## src/rtl/execute_logic_arbiter_pkg.sv

```systemverilog
// execute_logic_arbiter_pkg: shared instruction widths, logic opcodes and arbiter state type
package execute_logic_arbiter_pkg;
  localparam int LEN_OPECODE = 6;
  localparam int LEN_REG     = 32;
  localparam int LEN_IMM     = 16;
  localparam int LEN_IMM_EX  = 32;
  localparam int LEN_TAG     = 4;
  localparam logic [LEN_OPECODE-1:0] OPECODE_AND  = 6'h10;
  localparam logic [LEN_OPECODE-1:0] OPECODE_OR   = 6'h11;
  localparam logic [LEN_OPECODE-1:0] OPECODE_NOT  = 6'h12;
  localparam logic [LEN_OPECODE-1:0] OPECODE_XOR  = 6'h13;
  localparam logic [LEN_OPECODE-1:0] OPECODE_SETL = 6'h14;
  localparam logic [LEN_OPECODE-1:0] OPECODE_SETH = 6'h15;
  typedef enum logic {EMPTY, FULL} state_t;
endpackage

```

## src/rtl/execute_logic_arbiter_if.sv

```systemverilog
// execute_logic_arbiter_if: two-requester request bus plus single result bus
interface execute_logic_arbiter_if;
  import execute_logic_arbiter_pkg::*;
  logic [1:0]               req_valid;
  logic [1:0]               req_ready;
  logic [2*LEN_OPECODE-1:0] req_opecode;
  logic [2*LEN_REG-1:0]     req_data_rd;
  logic [2*LEN_REG-1:0]     req_data_rs;
  logic [2*LEN_IMM_EX-1:0]  req_imm_ex;
  logic [2*LEN_TAG-1:0]     req_tag;
  logic                     res_valid;
  logic                     res_ready;
  logic [LEN_REG-1:0]       res_data;
  logic                     res_src;
  logic [LEN_TAG-1:0]       res_tag;
  logic                     res_err;
  modport slave (
    input  req_valid, req_opecode, req_data_rd, req_data_rs, req_imm_ex, req_tag, res_ready,
    output req_ready, res_valid, res_data, res_src, res_tag, res_err
  );
  modport master (
    output req_valid, req_opecode, req_data_rd, req_data_rs, req_imm_ex, req_tag, res_ready,
    input  req_ready, res_valid, res_data, res_src, res_tag, res_err
  );
endinterface

```

## src/rtl/execute_logic_arbiter_alu.sv

```systemverilog
// execute_logic_arbiter_alu: combinational logic unit with illegal-opcode flag
module execute_logic_arbiter_alu
  import execute_logic_arbiter_pkg::*;
(
  input  logic [LEN_OPECODE-1:0] opecode,
  input  logic [LEN_REG-1:0]     data_rd,
  input  logic [LEN_REG-1:0]     data_rs,
  input  logic [LEN_IMM_EX-1:0]  imm_ex,
  output logic [LEN_REG-1:0]     data,
  output logic                   err
);
  always_comb begin
    data = '0;
    err  = 1'b0;
    case (opecode)
      OPECODE_AND:  data = data_rd & data_rs;
      OPECODE_OR:   data = data_rd | data_rs;
      OPECODE_NOT:  data = ~data_rs;
      OPECODE_XOR:  data = data_rd ^ data_rs;
      OPECODE_SETL: data = {data_rs[LEN_REG-1:LEN_IMM], imm_ex[LEN_IMM-1:0]};
      OPECODE_SETH: data = {imm_ex[LEN_IMM-1:0], data_rs[LEN_REG-LEN_IMM-1:0]};
      default:      err  = 1'b1;
    endcase
  end
endmodule

```

## src/rtl/execute_logic_arbiter.sv

```systemverilog
// execute_logic_arbiter: round-robin share of one logic unit between two requesters, one result register
// Optional accept/stall counters enabled by defining EXECUTE_LOGIC_ARB_STATS_EN.
module execute_logic_arbiter
  import execute_logic_arbiter_pkg::*;
(
  input  logic clk,
  input  logic rst,
  input  logic flush,
  execute_logic_arbiter_if.slave bus
`ifdef EXECUTE_LOGIC_ARB_STATS_EN
  ,
  output logic [31:0] stat_grant0,
  output logic [31:0] stat_grant1,
  output logic [31:0] stat_stall
`endif
);
  state_t state, state_nx;
  logic last_grant, can_accept, accept, sel;
  logic [1:0] grant;
  logic [LEN_OPECODE-1:0] opc;
  logic [LEN_REG-1:0] rd, rs, alu_data;
  logic [LEN_IMM_EX-1:0] imm;
  logic [LEN_TAG-1:0] tag;
  logic alu_err;
  assign bus.res_valid = state == FULL;
  always_comb begin
    can_accept    = !bus.res_valid | bus.res_ready;
    grant         = &bus.req_valid ? (last_grant ? 2'b01 : 2'b10) : bus.req_valid;
    bus.req_ready = (can_accept & !flush) ? grant : 2'b00;
    accept        = |(bus.req_valid & bus.req_ready);
    sel           = grant[1];
    opc = sel ? bus.req_opecode[2*LEN_OPECODE-1:LEN_OPECODE] : bus.req_opecode[LEN_OPECODE-1:0];
    rd  = sel ? bus.req_data_rd[2*LEN_REG-1:LEN_REG] : bus.req_data_rd[LEN_REG-1:0];
    rs  = sel ? bus.req_data_rs[2*LEN_REG-1:LEN_REG] : bus.req_data_rs[LEN_REG-1:0];
    imm = sel ? bus.req_imm_ex[2*LEN_IMM_EX-1:LEN_IMM_EX] : bus.req_imm_ex[LEN_IMM_EX-1:0];
    tag = sel ? bus.req_tag[2*LEN_TAG-1:LEN_TAG] : bus.req_tag[LEN_TAG-1:0];
    // flush beats everything; otherwise a drain empties only when nothing replaces it
    state_nx = flush ? EMPTY : accept ? FULL : bus.res_ready ? EMPTY : state;
  end
  execute_logic_arbiter_alu u_alu (
    .opecode(opc),
    .data_rd(rd),
    .data_rs(rs),
    .imm_ex (imm),
    .data   (alu_data),
    .err    (alu_err)
  );
  always_ff @(posedge clk or posedge rst)
    if (rst) state <= EMPTY;
    else state <= state_nx;
  always_ff @(posedge clk or posedge rst) begin
    if (rst) begin
      last_grant   <= 1'b1;
      bus.res_data <= '0;
      bus.res_src  <= 1'b0;
      bus.res_tag  <= '0;
      bus.res_err  <= 1'b0;
    end else if (accept) begin
      last_grant   <= sel;
      bus.res_data <= alu_data;
      bus.res_src  <= sel;
      bus.res_tag  <= tag;
      bus.res_err  <= alu_err;
    end
  end
`ifdef EXECUTE_LOGIC_ARB_STATS_EN
  always_ff @(posedge clk or posedge rst) begin
    if (rst) begin
      stat_grant0 <= '0;
      stat_grant1 <= '0;
      stat_stall  <= '0;
    end else begin
      if (accept & !sel) stat_grant0 <= stat_grant0 + 32'd1;
      if (accept & sel) stat_grant1 <= stat_grant1 + 32'd1;
      if (|bus.req_valid & !accept) stat_stall <= stat_stall + 32'd1;
    end
  end
`endif
endmodule

```

## src/flat_wrapper.sv

```systemverilog
// flat-port wrapper written by rule: the top's interface ports become plain ports
module execute_logic_arbiter_flat import execute_logic_arbiter_pkg::*;
  (clk, rst, flush, bus_req_valid, bus_req_opecode, bus_req_data_rd, bus_req_data_rs, bus_req_imm_ex, bus_req_tag, bus_res_ready, bus_req_ready, bus_res_valid, bus_res_data, bus_res_src, bus_res_tag, bus_res_err);
  execute_logic_arbiter_if bus_i ();
  input  logic clk;
  input  logic rst;
  input  logic flush;
  input wire logic [$bits(bus_i.req_valid)-1:0] bus_req_valid;
  input wire logic [$bits(bus_i.req_opecode)-1:0] bus_req_opecode;
  input wire logic [$bits(bus_i.req_data_rd)-1:0] bus_req_data_rd;
  input wire logic [$bits(bus_i.req_data_rs)-1:0] bus_req_data_rs;
  input wire logic [$bits(bus_i.req_imm_ex)-1:0] bus_req_imm_ex;
  input wire logic [$bits(bus_i.req_tag)-1:0] bus_req_tag;
  input wire logic [$bits(bus_i.res_ready)-1:0] bus_res_ready;
  output wire logic [$bits(bus_i.req_ready)-1:0] bus_req_ready;
  output wire logic [$bits(bus_i.res_valid)-1:0] bus_res_valid;
  output wire logic [$bits(bus_i.res_data)-1:0] bus_res_data;
  output wire logic [$bits(bus_i.res_src)-1:0] bus_res_src;
  output wire logic [$bits(bus_i.res_tag)-1:0] bus_res_tag;
  output wire logic [$bits(bus_i.res_err)-1:0] bus_res_err;
  assign bus_i.req_valid = bus_req_valid;
  assign bus_i.req_opecode = bus_req_opecode;
  assign bus_i.req_data_rd = bus_req_data_rd;
  assign bus_i.req_data_rs = bus_req_data_rs;
  assign bus_i.req_imm_ex = bus_req_imm_ex;
  assign bus_i.req_tag = bus_req_tag;
  assign bus_i.res_ready = bus_res_ready;
  assign bus_req_ready = bus_i.req_ready;
  assign bus_res_valid = bus_i.res_valid;
  assign bus_res_data = bus_i.res_data;
  assign bus_res_src = bus_i.res_src;
  assign bus_res_tag = bus_i.res_tag;
  assign bus_res_err = bus_i.res_err;
  execute_logic_arbiter u_core (.clk(clk), .rst(rst), .flush(flush), .bus(bus_i));
endmodule
```

## config.mk

```make
export PLATFORM = sky130hd
export DESIGN_NAME = execute_logic_arbiter_flat
export DESIGN_NICKNAME = d
export VERILOG_FILES = /design/src/rtl/execute_logic_arbiter_pkg.sv /design/src/rtl/execute_logic_arbiter_if.sv /design/src/rtl/execute_logic_arbiter_alu.sv /design/src/rtl/execute_logic_arbiter.sv /design/src/flat_wrapper.sv
export SDC_FILE = /design/constraint.sdc
export NUM_CORES = 1
export LEC_CHECK = 0
export ABC_CLOCK_PERIOD_IN_PS = 2550
export CAP_MARGIN = 20
export CORE_MARGIN = 1.5
export CORE_UTILIZATION = 37
export CTS_BUF_LIST = sky130_fd_sc_hd__clkbuf_4
export CTS_CLUSTER_SIZE = 8
export DETAILED_ROUTE_END_ITERATION = 16
export PLACE_DENSITY = 0.75
export SETUP_SLACK_MARGIN = 0.5
export SYNTH_ARGS = -nofsm -noshare
export SYNTH_HDL_FRONTEND = slang
export SYNTH_SLANG_ARGS = --single-unit
```

## constraint.sdc

```tcl
create_clock -name clk -period 2.55 [get_ports clk]
set_input_delay 0.6375 -clock clk [delete_from_list [all_inputs] [get_ports clk]]
set_output_delay 0.6375 -clock clk [all_outputs]
set_load 0.1 [all_outputs]
```

Word-level counts from Yosys, hierarchy flattened
Index checks and enable logic that the tools add are counted.
{"block": "word_totals", "reg_bits": 40, "in_bits": 218, "output_inout_bits": 41, "wordCells": 38}
{"block": "classes", "n_eq_ne": 6, "mux": 13, "bitwise_logic": 7, "reduce_logical": 6}
{"operator": "32-bit case mux with 6 select lines", "count": 1}
{"operator": "32-bit two-way mux", "count": 2}
{"operator": "6-bit by 5-bit equality test with 1-bit output (second input constant)", "count": 6}
{"operator": "32-bit bitwise AND", "count": 1}
{"operator": "32-bit inverter", "count": 1}
{"operator": "32-bit OR", "count": 1}
{"operator": "32-bit bitwise XOR", "count": 1}
{"operator": "16-bit two-way mux", "count": 1}
{"operator": "2-bit two-way mux", "count": 3}
{"operator": "6-bit two-way mux", "count": 1}
{"operator": "6-bit OR reduction", "count": 1}
{"operator": "1-bit two-way mux", "count": 4}
{"operator": "4-bit two-way mux", "count": 1}
{"operator": "3-bit nonzero test", "count": 1}
{"operator": "2-bit bitwise AND", "count": 1}
{"operator": "1-bit logical NOT", "count": 2}
{"operator": "2-bit AND reduction", "count": 1}
{"operator": "2-bit OR reduction", "count": 1}
{"operator": "1-bit bitwise AND", "count": 1}
{"operator": "1-bit OR", "count": 1}

Logic depth before layout (Yosys ltp)
{"block": "depth", "ltp_word": 8, "depth_mapped": 14, "mapped_depth_nobuf": 10}

Hierarchy
Synthesis repeated with hierarchy kept, for this count alone.
{"block": "hier_totals", "cells_unflattened": 579, "area_unflattened_um2": 5406.4}
{"mod": "execute_logic_arbiter", "n_inst": 1, "cells_per_inst": 219, "area_per_inst_um2": 2815.2, "seq_area_each_um2": 1002.2}
{"mod": "execute_logic_arbiter_alu", "n_inst": 1, "cells_per_inst": 360, "area_per_inst_um2": 2591.2, "seq_area_each_um2": 0.0}

Worst setup path after synthesis
No wires, ideal clock.
{"block": "synth_timing", "path_type": "input to output", "startpoint": "in bus_req_valid[1]", "endpoint": "out bus_req_ready[1]", "arrival_ns": 3.387, "t_required_ns": 1.913, "slack_ns": -1.475, "path_stages": 4, "n_path_buf": 2, "path_cell_list": "a21bo_2 > buf_2 > clkbuf_1 > nor3_1"}
{"block": "synth_between", "elab_chain_len": 3}
{"element": "start, declared", "line": "flat_wrapper.sv:8", "source": "input wire logic [$bits(bus_i.req_valid)-1:0] bus_req_valid;"}
{"element": "2-bit AND reduction", "line": "execute_logic_arbiter.sv:28", "source": "grant = &bus.req_valid ? (last_grant ? 2'b01 : 2'b10) : bus.req_valid;"}
{"element": "2-bit two-way mux *", "line": "execute_logic_arbiter.sv:28"}
{"element": "2-bit two-way mux *", "line": "execute_logic_arbiter.sv:29", "source": "bus.req_ready = (can_accept & !flush) ? grant : 2'b00;"}
{"element": "end, declared", "line": "flat_wrapper.sv:15", "source": "output wire logic [$bits(bus_i.req_ready)-1:0] bus_req_ready;"}
Mark *: on every way between the ends. The rest lies on a longest branch, timed or not.

Worst setup path after layout
{"block": "layout_timing", "startpoint": "reg u_core.last_grant", "endpoint": "reg u_core.bus.res_data[12]"}
{"block": "layout_between", "elab_chain_len": 5, "elab_cells_between_ends": 20, "cone_classes": "eq/ne (6); mux (8); bitwise (5); reduce/logical (1)"}
{"element": "start, declared", "line": "execute_logic_arbiter.sv:18", "source": "logic last_grant, can_accept, accept, sel;"}
{"element": "start signal, assigned", "line": "execute_logic_arbiter.sv:59", "source": "last_grant <= sel;"}
{"element": "2-bit two-way mux * (2 in a row)", "line": "execute_logic_arbiter.sv:28"}
{"element": "6-bit two-way mux (tied with other cells)", "line": "execute_logic_arbiter.sv:32", "source": "opc = sel ? bus.req_opecode[2*LEN_OPECODE-1:LEN_OPECODE] : bus.req_opecode[LEN_OPECODE-1:0];"}
{"element": "6-bit by 5-bit equality test with 1-bit output (tied with other cells)", "line": "execute_logic_arbiter_alu.sv:15", "source": "case (opecode)"}
{"element": "32-bit case mux with 6 select lines / 2-bit OR reduction (equally long branches)", "line": "execute_logic_arbiter_alu.sv:15, execute_logic_arbiter.sv:30"}
{"element": "end signal, assigned", "line": "execute_logic_arbiter.sv:60", "source": "bus.res_data <= alu_data;"}
{"element": "end, declared", "line": "execute_logic_arbiter_if.sv:19", "source": "output req_ready, res_valid, res_data, res_src, res_tag, res_err"}
Marked as above.
A chain may end at the register's enable or synchronous reset.

==> metrics.md <==
| Metric | Value |
|---|---|
| RSZ-0062 raised after global routing | true |
| CP required | 2.88 ns |
| Top-area cell type share of the netlist area | 0.167 |
| Largest net degree at the start of global routing | 33 |
| Final non-filler cell total | 1383 |
| Via/cell ratio | roughly 5.6 |
| First-pass GRT wire length | 40.4 mm |
| Dpl hpwl | 17.9 mm |
| Die ar. | 16500 um2 |
| Cell taking the most area after synthesis | dfrtp_1 |
| Syn Nets | 1090 |
| Die height | 128 um |
| CTS root buf | clkbuf_4 |
| Worst-path cell chain | buf_12 > a21boi_4 > buf_6 > buf_16 > buf_8 > buf_6 > buf_6 > nor4_4 > nor2_2 > buf_6 > buf_6 > a21oi_2 > o32a_1 |
| Min-Delay Path Class | register to register |
| Crit start category | register |
| Post-synth EDFFs | 0 |
| R2R Path Start | u_core.last_grant |
| Post-synthesis cell count | 808 |
| Top cell by count, worst path | buf_6 |
| Rows | 45 |
| Maximum vdd drop | 0.324 mV |
| Num ports | 259 |
| Synth Flop Type | dfrtp_1 |
| Worst Path Arrival | 2.64 ns |
| Reg2reg setup slack | roughly 0.24 ns |
| Max incr delay on CP | 0.41 ns |
| GRT met1 Usage | 0.371 |
| Worst setup startpoint | u_core.last_grant |
| CTS tree | done |
| GRT overflow | 0 |
| Clock Skews | 0.0358 ns |
| Critical path type | register to register |
| Core footprint | 15300 um2 |
| PortBufs | roughly 230 |
| Vias in the first global route | 7776 |
| Status | complete, no violations |
| Routability Congestion | 0.871 |
| Cell area after synthesis | 5830 um2 |
| Slew at the pin closest to its max-slew limit | 0.563 ns |
| Skew-Pair Late Insertion Delay | 0.43 ns |
| CP Max Fanout | 7 |
| Worst-path clk slew | about 0.16 ns |
| Initial core utilization | 0.380 |
| Final WL | approximately 27 mm |
| Synth unique cells | 62 |
| Area grow syn2layout | 83.4% |
| Final Hold Vio Count | 0 |
| YS warnings | 0 |
| DR pass1 iterations | 7 |
| NumNets Final | 1453 |
| Pwr/cell area | 397 nW/um2 |
| Met3 Use GR | 0.0570 |
| GRT Util Overall | 0.317 |
| Die width | 128 um |
| DRC viols | 0 |
| Placed cells | 1322 |
| Worst Min Path Start | u_core.bus.res_data[27] |
| Iter 0 DRT Violations | 576 |
| Worst rel slew slack | 0.624 |
| Met2 Use GR | 0.540 |
| Max Fclk | approximately 430 MHz |
| Sequential-to-total area share from yosys stat | 0.172 |
| Util after Layout | 0.698 |
| Tmin final | 2.31 ns |
| Fraction of layout cells with a size suffix above 1 | 0.317 |
| CTS Buf Count | 5 |
| Leak | approximately 5 nW |
| H-tree depth | 2 |
| Initial antenna violation count | 0 |
| Busiest grt layer | met2 |
| Max_cap viols | 0 |
| Setup violators final | 0 |
| WL per Instance | 19.7 um |
| Maximum buffer depth of the clock tree | 2 |
| Post-route clock period utilization | 0.905 |
| Mean area per synthesized cell | 7.21 um2 |
| Routed Antenna Nets | 0 |
| # hold bufs at CTS | 0 |
| Vias | 7801 |
| Post-synthesis register bit count | 40 |
| Clk sinks | 40 |
| Critical Path Sink Type | register |
| Async set-reset flop share out of synthesis | 1.00 |
| N_diodes | 0 |
| Synth top area cells | dfrtp_1 (17%), ha_1 (14%), nand2_1 (13%) |
| Slew Viols, Final | 0 |
| Slowest CP cell | dfstp_2 |
## worst paths after layout
path,cells past startpoint,to
max,13,u_core.bus.res_data[12]
min,1,u_core.bus.res_data[27]
max reg2reg,13,u_core.bus.res_data[12]
min reg2reg,1,u_core.bus.res_data[27]
max in group asynchronous,3,u_core.bus.res_data[17]
min in group asynchronous,2,u_core.bus.res_data[3]
## layer usage
metal / part of all wire / up-vias
li1: - / 3578
met1: 0.38 / 3622
met2: 0.48 / 490
met3: 0.084 / 111
met4: 0.056 / 0
met5: 0 / -
## Yosys cell counts, types with 13 or more instances
master / n
inv_1: 81
a211o_1: 17
nand2_1: 200
dfrtp_1: 39
and2_1: 28
o22ai_1: 27
clkbuf_1: 28
o211ai_1: 15
o22a_1: 17
mux2i_1: 43
a221oi_1: 13
buf_2: 16
ha_1: 64
nor2_1: 43
a21oi_1: 21
## flip-flops by register name (all words and copies together) (netlist names)
signal                count
u_core.bus.res_err        1
u_core.bus.res_valid      1
u_core.last_grant         1
u_core.bus.res_src        1
u_core.bus.res_data      32
u_core.bus.res_tag        4
## worst max-delay path, delay by kind of cell (launching register included)
kind            cells  cell delay, ns
compound gates      3            0.60
buf+inv             8            0.96
flops               1            0.41
simple gates        2            0.28
## logic make-up (layout without fill, tap and decap cells)
kind of cell / count (synthesis) / count (layout) / share of synthesized area
AND/OR/NAND/NOR: 322 / 322 / 0.248
buffers and inverters: 139 / 503 / 0.0968
flip-flops: 40 / 40 / 0.172
adder cells (fa/ha/maj): 64 / 64 / 0.137
multiplexers: 44 / 44 / 0.0758
AO/OA/AOI/OAI: 199 / 199 / 0.270
## cells in the final DEF, fill, tap and decap left out, types with 8 or more instances in the layout
cell,n
o21ai_0,9
nor2_1,40
o32a_1,10
clkdlybuf4s50_1,172
nand2_2,22
inv_2,8
o211ai_1,15
mux2i_1,42
clkbuf_4,8
buf_12,25
nand2b_1,9
a211o_1,17
dlygate4sd2_1,9
buf_6,23
and2_4,13
ha_1,51
o22a_1,17
dfrtp_1,38
o32a_2,8
buf_4,164
inv_1,73
ha_4,9
a21oi_1,18
o22ai_1,24
nand2_1,172
and2_1,15
## per-stage QoR
stage / setup TNS [ns] / hold slack [ns] / instance area (um2) / power (mW) / worst slack (ns)
floorplan: -0.0596 / 0.593 / 6040 / 2.41 / -0.0596
detailed placement: -12.83 / 0.490 / 9360 / 3.35 / -0.488
CTS: 0 / 0.527 / 10400 / 4.11 / 0.243
global route: 0 / 0.544 / 10700 / 4.45 / 0.190
global placement: -11.77 / 0.491 / 9360 / 3.31 / -0.431
finish: 0 / 0.523 / 10700 / 4.24 / 0.243
## power breakdown
part	switching, mW	internal, mW
logic	1.75	1.26
registers	0.0735	0.739
clock network	0.272	0.142
total	2.10	2.14
## layout make-up
type,instances,area (um2)
clock buffer,8,60.1
fill,1170,4630
inverter,81,304
multi-input combinational,629,4860
sequential,40,1010
tap,211,264
timing repair buffer,414,4190
## repair_timing
action | in CTS | in global routing
setup buffers | 36 | 6
resized for setup | 139 | 38
endpoints found under the setup margin | 37 | 34
cloned | 8 | 3
pin swaps | 56 | 51
(Power assumes the default switching activity.)
